<file path="src/rtl/tank_sensor_bank.sv">
// tank_sensor_bank: CHANNELS sensor readings of WIDTH bits. One registered
// display channel either auto-scans the readings or holds a manually chosen
// one. Out-of-range writes set sticky per-channel alarms, and any alarm
// forces the all-ones error pattern onto the display.
//
// Optional build macro: TANK_ERR_AUTOCLR_EN. When it is defined, an in-range
// write to a channel clears that channel's alarm bit.
//
// Handshake: none. wr_en is a single-cycle strobe with no back-pressure. A
// write is accepted at the rising edge when wr_en=1 and wr_chan<CHANNELS.
//
// The display registers load from the state the FSM enters at the same edge.
// They use the readings as they were before that edge. A mode or man_sel
// change is therefore visible after one edge. A write to the shown channel
// shows the old value for one cycle, then the new one.
module tank_sensor_bank #(
    parameter int              WIDTH    = 8,
    parameter int              CHANNELS = 4,
    parameter int              CHAN_W   = 2,
    parameter int              DWELL    = 4,
    parameter logic [WIDTH-1:0] LO_LIMIT = 8'h04,
    parameter logic [WIDTH-1:0] HI_LIMIT = 8'hF0
) (
    input  logic                CLK,
    input  logic                reset,
    input  logic                wr_en,
    input  logic [CHAN_W-1:0]   wr_chan,
    input  logic [WIDTH-1:0]    wr_data,
    input  logic                mode,
    input  logic [CHAN_W-1:0]   man_sel,
    input  logic                err_clr,
    output logic [WIDTH-1:0]    disp_data,
    output logic [CHAN_W-1:0]   disp_chan,
    output logic                disp_valid,
    output logic                err_flag,
    output logic [CHANNELS-1:0] err_chan_mask,
    output logic [1:0]          fsm_state
);

    localparam int                DW_W       = (DWELL > 1) ? $clog2(DWELL) : 1;
    localparam logic [CHAN_W:0]   CH_LIMIT   = (CHAN_W + 1)'(CHANNELS);
    localparam logic [CHAN_W-1:0] CHAN_LAST  = CHAN_W'(CHANNELS - 1);
    localparam logic [DW_W-1:0]   DWELL_LAST = DW_W'(DWELL - 1);

    typedef enum logic [1:0] {
        ST_SCAN  = 2'd0,
        ST_HOLD  = 2'd1,
        ST_ERROR = 2'd2
    } state_t;

    state_t              state;
    logic [WIDTH-1:0]    readings [CHANNELS];
    logic [CHANNELS-1:0] written;
    logic [CHAN_W-1:0]   scan_chan;
    logic [DW_W-1:0]     dwell_cnt;

    logic                wr_ok;
    logic                wr_out_of_range;
    logic [CHANNELS-1:0] mask_next;
    logic [CHAN_W-1:0]   err_low_chan;
    logic [CHAN_W-1:0]   scan_next_chan;
    logic [DW_W-1:0]     scan_next_dwell;
    logic [WIDTH-1:0]    scan_data;
    logic                scan_valid;
    logic [WIDTH-1:0]    hold_data;
    logic                hold_valid;

    assign fsm_state = state;

    // A write to a channel that does not exist is dropped entirely.
    assign wr_ok           = wr_en && ({1'b0, wr_chan} < CH_LIMIT);
    assign wr_out_of_range = (wr_data < LO_LIMIT) || (wr_data > HI_LIMIT);

    // Next alarm mask: clear-all first, then the per-channel write effect,
    // so that a coincident out-of-range write wins over err_clr.
    always_comb begin
        mask_next = err_chan_mask;
        if (err_clr) begin
            mask_next = '0;
        end
        for (int i = 0; i < CHANNELS; i++) begin
            if (wr_ok && (wr_chan == CHAN_W'(i))) begin
                if (wr_out_of_range) begin
                    mask_next[i] = 1'b1;
                end
`ifdef TANK_ERR_AUTOCLR_EN
                else begin
                    mask_next[i] = 1'b0;
                end
`endif
            end
        end
    end

    // Lowest-index alarmed channel, shown as disp_chan while in ERROR.
    always_comb begin
        err_low_chan = '0;
        for (int i = CHANNELS - 1; i >= 0; i--) begin
            if (err_chan_mask[i]) begin
                err_low_chan = CHAN_W'(i);
            end
        end
    end

    // Scan position after this edge. Arriving from another state restarts
    // at channel 0. Otherwise the dwell counter steps and wraps the channel.
    always_comb begin
        scan_next_chan  = scan_chan;
        scan_next_dwell = dwell_cnt;
        if (state != ST_SCAN) begin
            scan_next_chan  = '0;
            scan_next_dwell = '0;
        end else if (dwell_cnt == DWELL_LAST) begin
            scan_next_dwell = '0;
            scan_next_chan  = (scan_chan == CHAN_LAST) ? '0 : scan_chan + 1'b1;
        end else begin
            scan_next_dwell = dwell_cnt + 1'b1;
        end
    end

    // Reading and written flag for the scan channel and the manual channel.
    // A manual index beyond CHANNELS matches nothing and reads as zero/invalid.
    always_comb begin
        scan_data  = '0;
        scan_valid = 1'b0;
        hold_data  = '0;
        hold_valid = 1'b0;
        for (int i = 0; i < CHANNELS; i++) begin
            if (scan_next_chan == CHAN_W'(i)) begin
                scan_data  = readings[i];
                scan_valid = written[i];
            end
            if (man_sel == CHAN_W'(i)) begin
                hold_data  = readings[i];
                hold_valid = written[i];
            end
        end
    end

    // Reading storage and the written-since-reset mask.
    always_ff @(posedge CLK or posedge reset) begin
        if (reset) begin
            for (int i = 0; i < CHANNELS; i++) begin
                readings[i] <= '0;
            end
            written <= '0;
        end else begin
            for (int i = 0; i < CHANNELS; i++) begin
                if (wr_ok && (wr_chan == CHAN_W'(i))) begin
                    readings[i] <= wr_data;
                    written[i]  <= 1'b1;
                end
            end
        end
    end

    // Sticky alarm bits; err_flag trails the mask by one cycle.
    always_ff @(posedge CLK or posedge reset) begin
        if (reset) begin
            err_chan_mask <= '0;
            err_flag      <= 1'b0;
        end else begin
            err_chan_mask <= mask_next;
            err_flag      <= |err_chan_mask;
        end
    end

    // Display FSM with priority ERROR > HOLD > SCAN. The display registers
    // load from the state being entered at this edge.
    always_ff @(posedge CLK or posedge reset) begin
        if (reset) begin
            state      <= ST_SCAN;
            scan_chan  <= '0;
            dwell_cnt  <= '0;
            disp_data  <= '0;
            disp_chan  <= '0;
            disp_valid <= 1'b0;
        end else if (err_flag) begin
            state      <= ST_ERROR;
            disp_data  <= '1;
            disp_chan  <= err_low_chan;
            disp_valid <= 1'b1;
        end else if (mode) begin
            state      <= ST_HOLD;
            disp_data  <= hold_data;
            disp_chan  <= man_sel;
            disp_valid <= hold_valid;
        end else begin
            state      <= ST_SCAN;
            scan_chan  <= scan_next_chan;
            dwell_cnt  <= scan_next_dwell;
            disp_data  <= scan_data;
            disp_chan  <= scan_next_chan;
            disp_valid <= scan_valid;
        end
    end

endmodule

</file>
<file path="config.mk">
export PLATFORM = sky130hd
export DESIGN_NAME = tank_sensor_bank
export DESIGN_NICKNAME = d
export VERILOG_FILES = /design/src/rtl/tank_sensor_bank.sv
export SDC_FILE = /design/constraint.sdc
export NUM_CORES = 1
export LEC_CHECK = 0
export CAP_MARGIN = 25
export CORE_MARGIN = 3
export CORE_UTILIZATION = 59
export DETAILED_ROUTE_END_ITERATION = 7
export PLACE_DENSITY = 0.84
export SLEW_MARGIN = 20
export SYNTH_ARGS = -nofsm -noshare
export SYNTH_HDL_FRONTEND = slang
export SYNTH_SLANG_ARGS = --single-unit
export TNS_END_PERCENT = 1
</file>
<file path="constraint.sdc">
create_clock -name CLK -period 2.9 [get_ports CLK]
set_input_delay 0.29 -clock CLK [delete_from_list [all_inputs] [get_ports CLK]]
set_output_delay 0.29 -clock CLK [all_outputs]
set_load 0.005 [all_outputs]
</file>
# Word level (Yosys, flattened, before mapping)
# Cells that the tools add are included.
# word_totals
in_bits,17
ff_bits,58
output_inout_bits,18
# op_classes
n_bitwise,2
reduce_logical,11
order_cmp,2
mux,42
add_sub_neg,2
n_eq_ne,11
# op_table
cell,count
$mux 8,10
$mux 2,12
$mux 1,19
$eq 2x2->1 const B,8
$gt 8x8->1 const B,1
$lt 8x3->1 const B,1
$eq 2x1->1 const B,3
$logic_not 2->1,3
$add 2x1->2 const B,2
$logic_and 1x1->1,4
$mux 4,1
$reduce_or 4->1,1
$not 1->1,2
$reduce_and 2->1,1
$reduce_bool 2->1,1
$logic_or 1x1->1,1

# Depth between registers and ports, before layout
# Gate-level depths: netlist of the first run.
# logic_depth
ltp_word,11
mapped_depth,6

# Least setup slack after synthesis of the first run
# No wires, ideal clock.
# synth_path
kind,flip-flop to flip-flop
start,register scan_chan[0]
end,register disp_data[6]
arrival_ns,1.511
path_buffers,0
stages_incl_launch_ff,6
synth_period_minus_slack_ns,1.665
setup_slack_ns,1.235
path_cell_list,dfrtp_1 ha_1 mux2i_1 nor3_1 nor2_1 a221oi_1
# synth_via
elab_chain_cells,11
word_cells_on_any_way,15
cone_classes,add/sub (1); eq/ne (4); mux (9); reduce/logical (1)
# synth_rtl
element,line,source
from (decl),54,logic [CHAN_W-1:0] scan_chan;
from (signal assigned),190,scan_chan <= scan_next_chan;
$add 2x1->2 / $eq 2x2->1 (equally long branches),115,scan_next_chan = (scan_chan == CHAN_LAST) ? '0 : scan_chan + 1'b1;
$mux 2,115,
$mux 2 (*),113,end else if (dwell_cnt == DWELL_LAST) begin
$mux 2 (*),110,if (state != ST_SCAN) begin
$logic_not 2->1,129,if (scan_next_chan == CHAN_W'(i)) begin
$mux 8 (3 in a row),129,
$mux 8 (*),129,
$mux 8 (*),183,end else if (mode) begin
$mux 8 (*),178,end else if (err_flag) begin
to (signal assigned),185,disp_data <= hold_data;
to (signal assigned),192,disp_data <= scan_data;
to (decl),32,"output logic [WIDTH-1:0] disp_data,"
# Mark *: on every way between the ends. The rest lies on a longest branch, timed or not.
# A chain may end at the register's enable or synchronous reset.

# Worst setup path in the final report of the first run
# layout_path
start,register dwell_cnt[0]
end,register disp_data[6]
# layout_via
elab_chain_cells,10
word_cells_on_any_way,13
cone_classes,eq/ne (4); mux (8); reduce/logical (1)
# layout_rtl
element,line,source
from (decl),55,logic [DW_W-1:0] dwell_cnt;
from (signal assigned),191,dwell_cnt <= scan_next_dwell;
$eq 2x2->1 (*),113,
$mux 2 (*),113,
$mux 2 (*),110,
$logic_not 2->1,129,
$mux 8 (3 in a row),129,
$mux 8 (*),129,
$mux 8 (*),183,
$mux 8 (*),178,
# Marked as above.

==> impl_metrics.csv, run 1 <==
group,metric,value,unit
clock_tree,clk_pin_slew_worst_paths,70,ps
clock_tree,cts-root-buf,"clkbuf_8",
die,rows,24,
die,die_y,73.9,um
clock_tree,cts.sinks,58,
worst_setup_path,slowest_stage,"o21ai_2",
synth,synth_edf_count,0,
grt,overflow,0,
clock_tree,postCtsResizedCells,0,
placement,gp_congestion,0.782,
worst_setup_path,cp-startpoint,"dwell_cnt[0]",
worst_setup_path,worstSetupEndpointType,"flip-flop",
die,die-area,5460,um^2
die,core,4410,um^2
synth,yosysSeqAreaShare,0.534,
min_path,min_path_type,"in2async",
timing,finalCriticalPeriod,2080,ps
detailed_routing,wirelength,5640,um
worst_setup_path,crit_chain,"ha_1 > nor3b_4 > o21ai_2 > mux2i_1 > a221oi_1",
worst_setup_path,required,3130,ps
die,die_w,73.9,um
detailed_routing,ant_nets,0,
power_and_ir_drop,power.leakage,1.49,nW
placement,detailedPlace.worstSlack,701,ps
power_and_ir_drop,ir_drop,0.574,mV
grt,grt_max_degree,35,
timing,fin_crit_sh,0.717,
worst_setup_path,worstPathArrival,2310,ps
timing,fin_ws,821,ps
detailed_routing,viasPerCell,6.09,
synth,synth_cell_type_count,33,
status,status,"finished clean",
timing,worst_pin_slew,766,ps
timing,skew,6.66,ps
clock_tree,postCtsSetupRepairBufs,0,
clock_tree,insertion_delay,330,ps
layout,final_cell_mix,"dfrtp_1 (58), clkdlybuf4s50_1 (34), mux2_2 (32)",
timing,rsz0062_at_grt,"false",
grt,grt_pass1_vias,1882,
die,io_pins,35,
placement,port_buffers,34,
layout,drive_above_1_share,0.272,
synth,netlist_area,2720,um^2
worst_setup_path,critPathMaxFanout,11,
clock_tree,htree_levels,3,
timing,slew_violations,0,
timing,hold_viol_final,0,
layout,num_antenna_cells,0,
worst_setup_path,rr_worst_depth,5,
layout,area_growth,23.4,%
worst_setup_path,rr_endpoint,"disp_data[6]",
timing,setup_violations,0,
worst_setup_path,cp_num_buf_inv,0,
power_and_ir_drop,pwr_density_cell,717,nW/um^2
synth,async_flop_share,1.00,
synth,syn_area_per_cell,13.6,um^2
synth,synth_flop_cell,"dfrtp_1",
placement,hpwl,3680,um
synth,ys_seq_elements,58,
synth,syn-instance-count,200,
worst_setup_path,reg2reg_from,"dwell_cnt[0]",
timing,timing.fmax,481,MHz
layout,layout.cells.most_common,"dfrtp_1",
worst_setup_path,critPathMaxStageDelay,630,ps
timing,fin_tns_setup,0,ps
grt,grt_antenna_before_repair,0,
worst_setup_path,cp_top_family,"compound AO/OA/AOI/OAI gates",
timing,slew-limit-headroom,0.490,
clock_tree,clk_path_buf_depth,2,
detailed_routing,drtIter0Drc,156,
run,cap_viol_max_count,0,
detailed_routing,vias,1816,
worst_setup_path,worst-r2r-setup-slack,820,ps
detailed_routing,drc,0,
worst_setup_path,criticalPathCategory,"reg2reg",
clock_tree,cts_tree,"built",
detailed_routing,wl_per_cell,18.9,um
clock_tree,ctsHoldBuffers,0,
grt,grt_pass1_wl,9200,um
die,initial_core_util,0.616,
grt,grt_use_total,0.239,
clock_tree,numCtsBuffers,9,
synth,synth_nets,219,
layout,layout.nets,260,
worst_setup_path,cp-start-kind,"flip-flop",
detailed_routing,firstDrtPassIters,4,
synth,ys_warn_count,0,
[through the flow]
stage | hold WS, ps | total power (W) | std cells | util | cell area [um^2]
3_3_place_gp | 464 | 0.00147 | 282 | 0.703 | 3100
5_1_grt | 116 | 0.00251 | 298 | 0.760 | 3360
4_1_cts | 109 | 0.00242 | 298 | 0.760 | 3360
2_1_floorplan | 389 | 0.00131 | 200 | - | 2720
3_5_place_dp | 468 | 0.00149 | 282 | 0.703 | 3100
6_report | 119 | 0.00241 | 298 | 0.760 | 3360
[worst max-delay path by stage]
stage / to / slack (ps) / cells past startpoint
after floorplan: disp_chan[0] / 1180 / 1
after global placement: disp_data[6] / 750 / 4
after detailed placement: disp_data[3] / 700 / 4
after CTS: disp_data[3] / 810 / 5
after global routing: disp_data[6] / 650 / 5
final: disp_data[6] / 820 / 5
[state kept, by name (all words and copies together), names as in the netlist]
name           cells
disp_chan          2
disp_data          8
disp_valid         1
dwell_cnt          2
err_chan_mask      4
err_flag           1
fsm_state          2
readings          32
scan_chan          2
written            4
[synthesized netlist by cell type (all sizes together), types with 2 or more instances]
cell	count	share of area
a21oi	4	0.0074
a221oi	9	0.029
buf	7	0.017
dfrtp	58	0.53
ha	2	0.0092
inv	7	0.0097
mux2	32	0.13
mux2i	20	0.074
mux4	9	0.075
nand2	5	0.0069
nand2b	4	0.0092
nand3b	2	0.0055
nand4	2	0.0046
nor2	15	0.023
nor3b	2	0.0097
nor4	2	0.010
o21ai	7	0.014
o22ai	4	0.0092
or2	2	0.0046
[logic make-up (layout without fill, tap and decap cells)]
group                    after synthesis  in the layout  synth area share
multiplexers                          61             61             0.281
flip-flops                            58             58             0.534
AND/OR/NAND/NOR                       38             38            0.0824
AO/OA/AOI/OAI                         26             26            0.0658
buffers and inverters                 15             61            0.0281
adder cells (fa/ha/maj)                2              2           0.00920
[power breakdown]
group | switching, W | internal (W)
Sequential | 0.0000874 | 0.000938
Combinational | 0.000182 | 0.000265
Clock | 0.000318 | 0.000615
[cell type report]
| class | instances | area [um^2] |
|---|---|---|
| inverters | 7 | 26.3 |
| flip-flops and latches | 58 | 1450 |
| clock inverters | 5 | 100 |
| fillers | 288 | 1060 |
| multi-input cells | 127 | 1190 |
| repair buffers | 38 | 370 |
| clock buffers | 11 | 151 |
| well taps | 52 | 65.1 |
[metal layers]
layer  global-route usage  vias to the layer above  routed length [um]
met5                    0                        -                   0
met1                0.294                      939                2460
li1                     -                      827                   -
met2                0.395                       41                2880
met3               0.0616                        9                 205
met4                0.109                        0                  91
Power figures use the tool's default switching activity.
==> inputs of run 2 (changes only) <==
--- a/config.mk
+++ b/config.mk
@@ -7,9 +7,9 @@
 export LEC_CHECK = 0
 export CAP_MARGIN = 25
 export CORE_MARGIN = 3
-export CORE_UTILIZATION = 59
+export CORE_UTILIZATION = 49
 export DETAILED_ROUTE_END_ITERATION = 7
-export PLACE_DENSITY = 0.84
+export PLACE_DENSITY = 0.75
 export SLEW_MARGIN = 20
 export SYNTH_ARGS = -nofsm -noshare
 export SYNTH_HDL_FRONTEND = slang
==> constraint.sdc (replaced) <==
create_clock -name CLK -period 1.8 [get_ports CLK]
set_input_delay 0.18 -clock CLK [delete_from_list [all_inputs] [get_ports CLK]]
set_output_delay 0.18 -clock CLK [all_outputs]
set_load 0.005 [all_outputs]
==> impl_metrics.csv, run 2 (synthesized netlist as in run 1, its figures left out) <==
group,metric,value,unit
status,status,"finished clean",
power_and_ir_drop,fin_total_pwr,0.00360,W
die,io_pins,35,
layout,drive_above_1_share,0.341,
timing,holdWs,219,ps
timing,hold_viol_final,0,
die,core,5240,um^2
layout,largest_reg_flops,32,
layout,fillCellCount,386,
detailed_routing,ant_nets,0,
power_and_ir_drop,pwr_density_cell,1010,nW/um^2
detailed_routing,firstDrtPassIters,4,
timing,finalCriticalPeriod,1760,ps
power_and_ir_drop,seqPwrFrac,0.458,
worst_setup_path,required,2010,ps
layout,layout.cells.most_common,"dfrtp_1",
timing,setup_violations,0,
clock_tree,clk_path_buf_depth,2,
clock_tree,numCtsBuffers,9,
power_and_ir_drop,swShare,0.270,
layout,num_antenna_cells,0,
detailed_routing,wirelength,5820,um
power_and_ir_drop,clkPwrFrac,0.309,
power_and_ir_drop,p_comb_frac,0.233,
power_and_ir_drop,power.leakage,1.58,nW
timing,slew-limit-headroom,0.728,
timing,fin_crit_sh,0.978,
clock_tree,clk_pin_slew_worst_paths,60,ps
clock_tree,insertion_delay,340,ps
worst_setup_path,critPathMaxStageDelay,380,ps
detailed_routing,wl_per_cell,17.4,um
timing,skew,7.20,ps
grt,grt_max_degree,59,
grt,grt_pass1_vias,1886,
layout,top_regs,"readings (32), disp_data (8)",
run,cap_viol_max_count,0,
power_and_ir_drop,ir_drop,0.593,mV
placement,dpl_cell_area,3320,um^2
worst_setup_path,worstPathArrival,1970,ps
worst_setup_path,critPathMaxFanout,11,
worst_setup_path,cp-start-kind,"flip-flop",
timing,timing.fmax,568,MHz
detailed_routing,viasPerCell,5.58,
grt,grt_antenna_before_repair,0,
grt,grt_use_total,0.199,
detailed_routing,drtIter0Drc,85,
power_and_ir_drop,internal-power,0.00263,W
worst_setup_path,cp_num_buf_inv,2,
clock_tree,htree_levels,3,
worst_setup_path,crit_chain,"ha_1 > buf_4 > nor3b_4 > o21ai_2 > buf_12 > mux2i_1 > a221oi_2",
placement,port_buffers,34,
worst_setup_path,slowest_stage,"dfrtp_1",
min_path,min_path_type,"in2async",
grt,grt_pass1_wl,9390,um
detailed_routing,drc,0,
clock_tree,cts.sinks,58,
layout,multi_input_area,1230,um^2
clock_tree,cts-root-buf,"clkbuf_8",
layout,area_growth,30.5,%
die,die_w,80.5,um
worst_setup_path,criticalPathCategory,"reg2reg",
layout,regMostFlops,"readings",
placement,hpwl,3830,um
grt,overflow,0,
die,die_y,80.5,um
detailed_routing,vias,1864,
timing,worst_pin_slew,408,ps
layout,final_cell_mix,"dfrtp_1 (58), clkdlybuf4s50_1 (34), mux2_2 (32)",
timing,slew_violations,0,
worst_setup_path,cp_top_family,"flip-flops",
die,rows,26,
placement,gp_congestion,0.759,
power_and_ir_drop,p_sw,0.000971,W
layout,regArea,1450,um^2
die,initial_core_util,0.519,
timing,rsz0062_at_grt,"true",
clock_tree,cts_tree,"built",
die,die-area,6480,um^2
layout,layout.nets,278,
worst_setup_path,worstSetupEndpointType,"flip-flop",
layout,post-route-cell-area,3550,um^2
==> run 2: cell count changes in the layout (fill, tap and decap cells not counted), moves of 2 or more <==
| cell | change |
|---|---|
| buf_12 | +5 |
| buf_4 | +13 |
| a221oi_1 | -4 |
| a221oi_2 | +4 |
| bufinv_16 | -3 |
| clkbuf_1 | +2 |
==> run 2: cell type report <==
cell class              count  area share
flip-flops and latches     58       0.409
multi-input cells         127       0.347
repair buffers             56       0.160
clock buffers              14      0.0487
well taps                  70      0.0247
inverters                   7     0.00741
clock inverters             2     0.00282
==> run 2: worst paths after layout <==
kind                         startpoint            to  slack (ps)  cells past startpoint
max                        dwell_cnt[0]  disp_data[5]          40                      7
min                               reset  disp_data[4]         220                      3
max reg2reg                dwell_cnt[0]  disp_data[5]          40                      7
min reg2reg                dwell_cnt[1]  dwell_cnt[1]         490                      2
max in group asynchronous         reset  fsm_state[1]        1330                      3
min in group CLK           dwell_cnt[1]  dwell_cnt[1]         490                      2
==> run 2: timing repair <==
action,4_1_cts,5_1_grt
endpoints found under the hold margin,0,0
pin swaps,0,0
resized for setup,2,6
endpoints found under the setup margin,9,9
buffers inserted,0,0
gates cloned,0,0
hold buffers,0,0
==> run 2: layer usage <==
layer	part of all wire	vias to the layer above	global-route usage
li1	-	867	-
met1	0.47	937	0.264
met2	0.47	46	0.308
met3	0.041	14	0.0538
met4	0.020	0	0.0861
met5	0	-	0
==> run 2: worst register-to-register path, cell delays in order, from the launching register on <==
cell,delay (ps)
dfrtp_1,380
ha_1,230
buf_4,150
nor3b_4,160
o21ai_2,180
buf_12,170
mux2i_1,270
a221oi_2,90
==> run 2: stage by stage <==
stage / TNS [ps] / util / setup WS [ps] / cells
final: 0 / 0.677 / 38.8 / 334
after global routing: -45.3 / 0.677 / -30.6 / 334
after floorplan: 0 / - / 135 / 200
after global placement: -695 / 0.635 / -89.6 / 318
after detailed placement: -1390 / 0.635 / -184 / 318
after CTS: 0 / 0.671 / 23.8 / 334
==> run 2: power by group through the flow <==
stage	clock network, W	registers [W]	logic, W
finish	0.00111	0.00165	0.000839
global route	0.00118	0.00167	0.000906
CTS	0.00113	0.00164	0.000824
detailed placement	0	0.00166	0.000819
global placement	0	0.00166	0.000793
floorplan	0	0.00164	0.000477
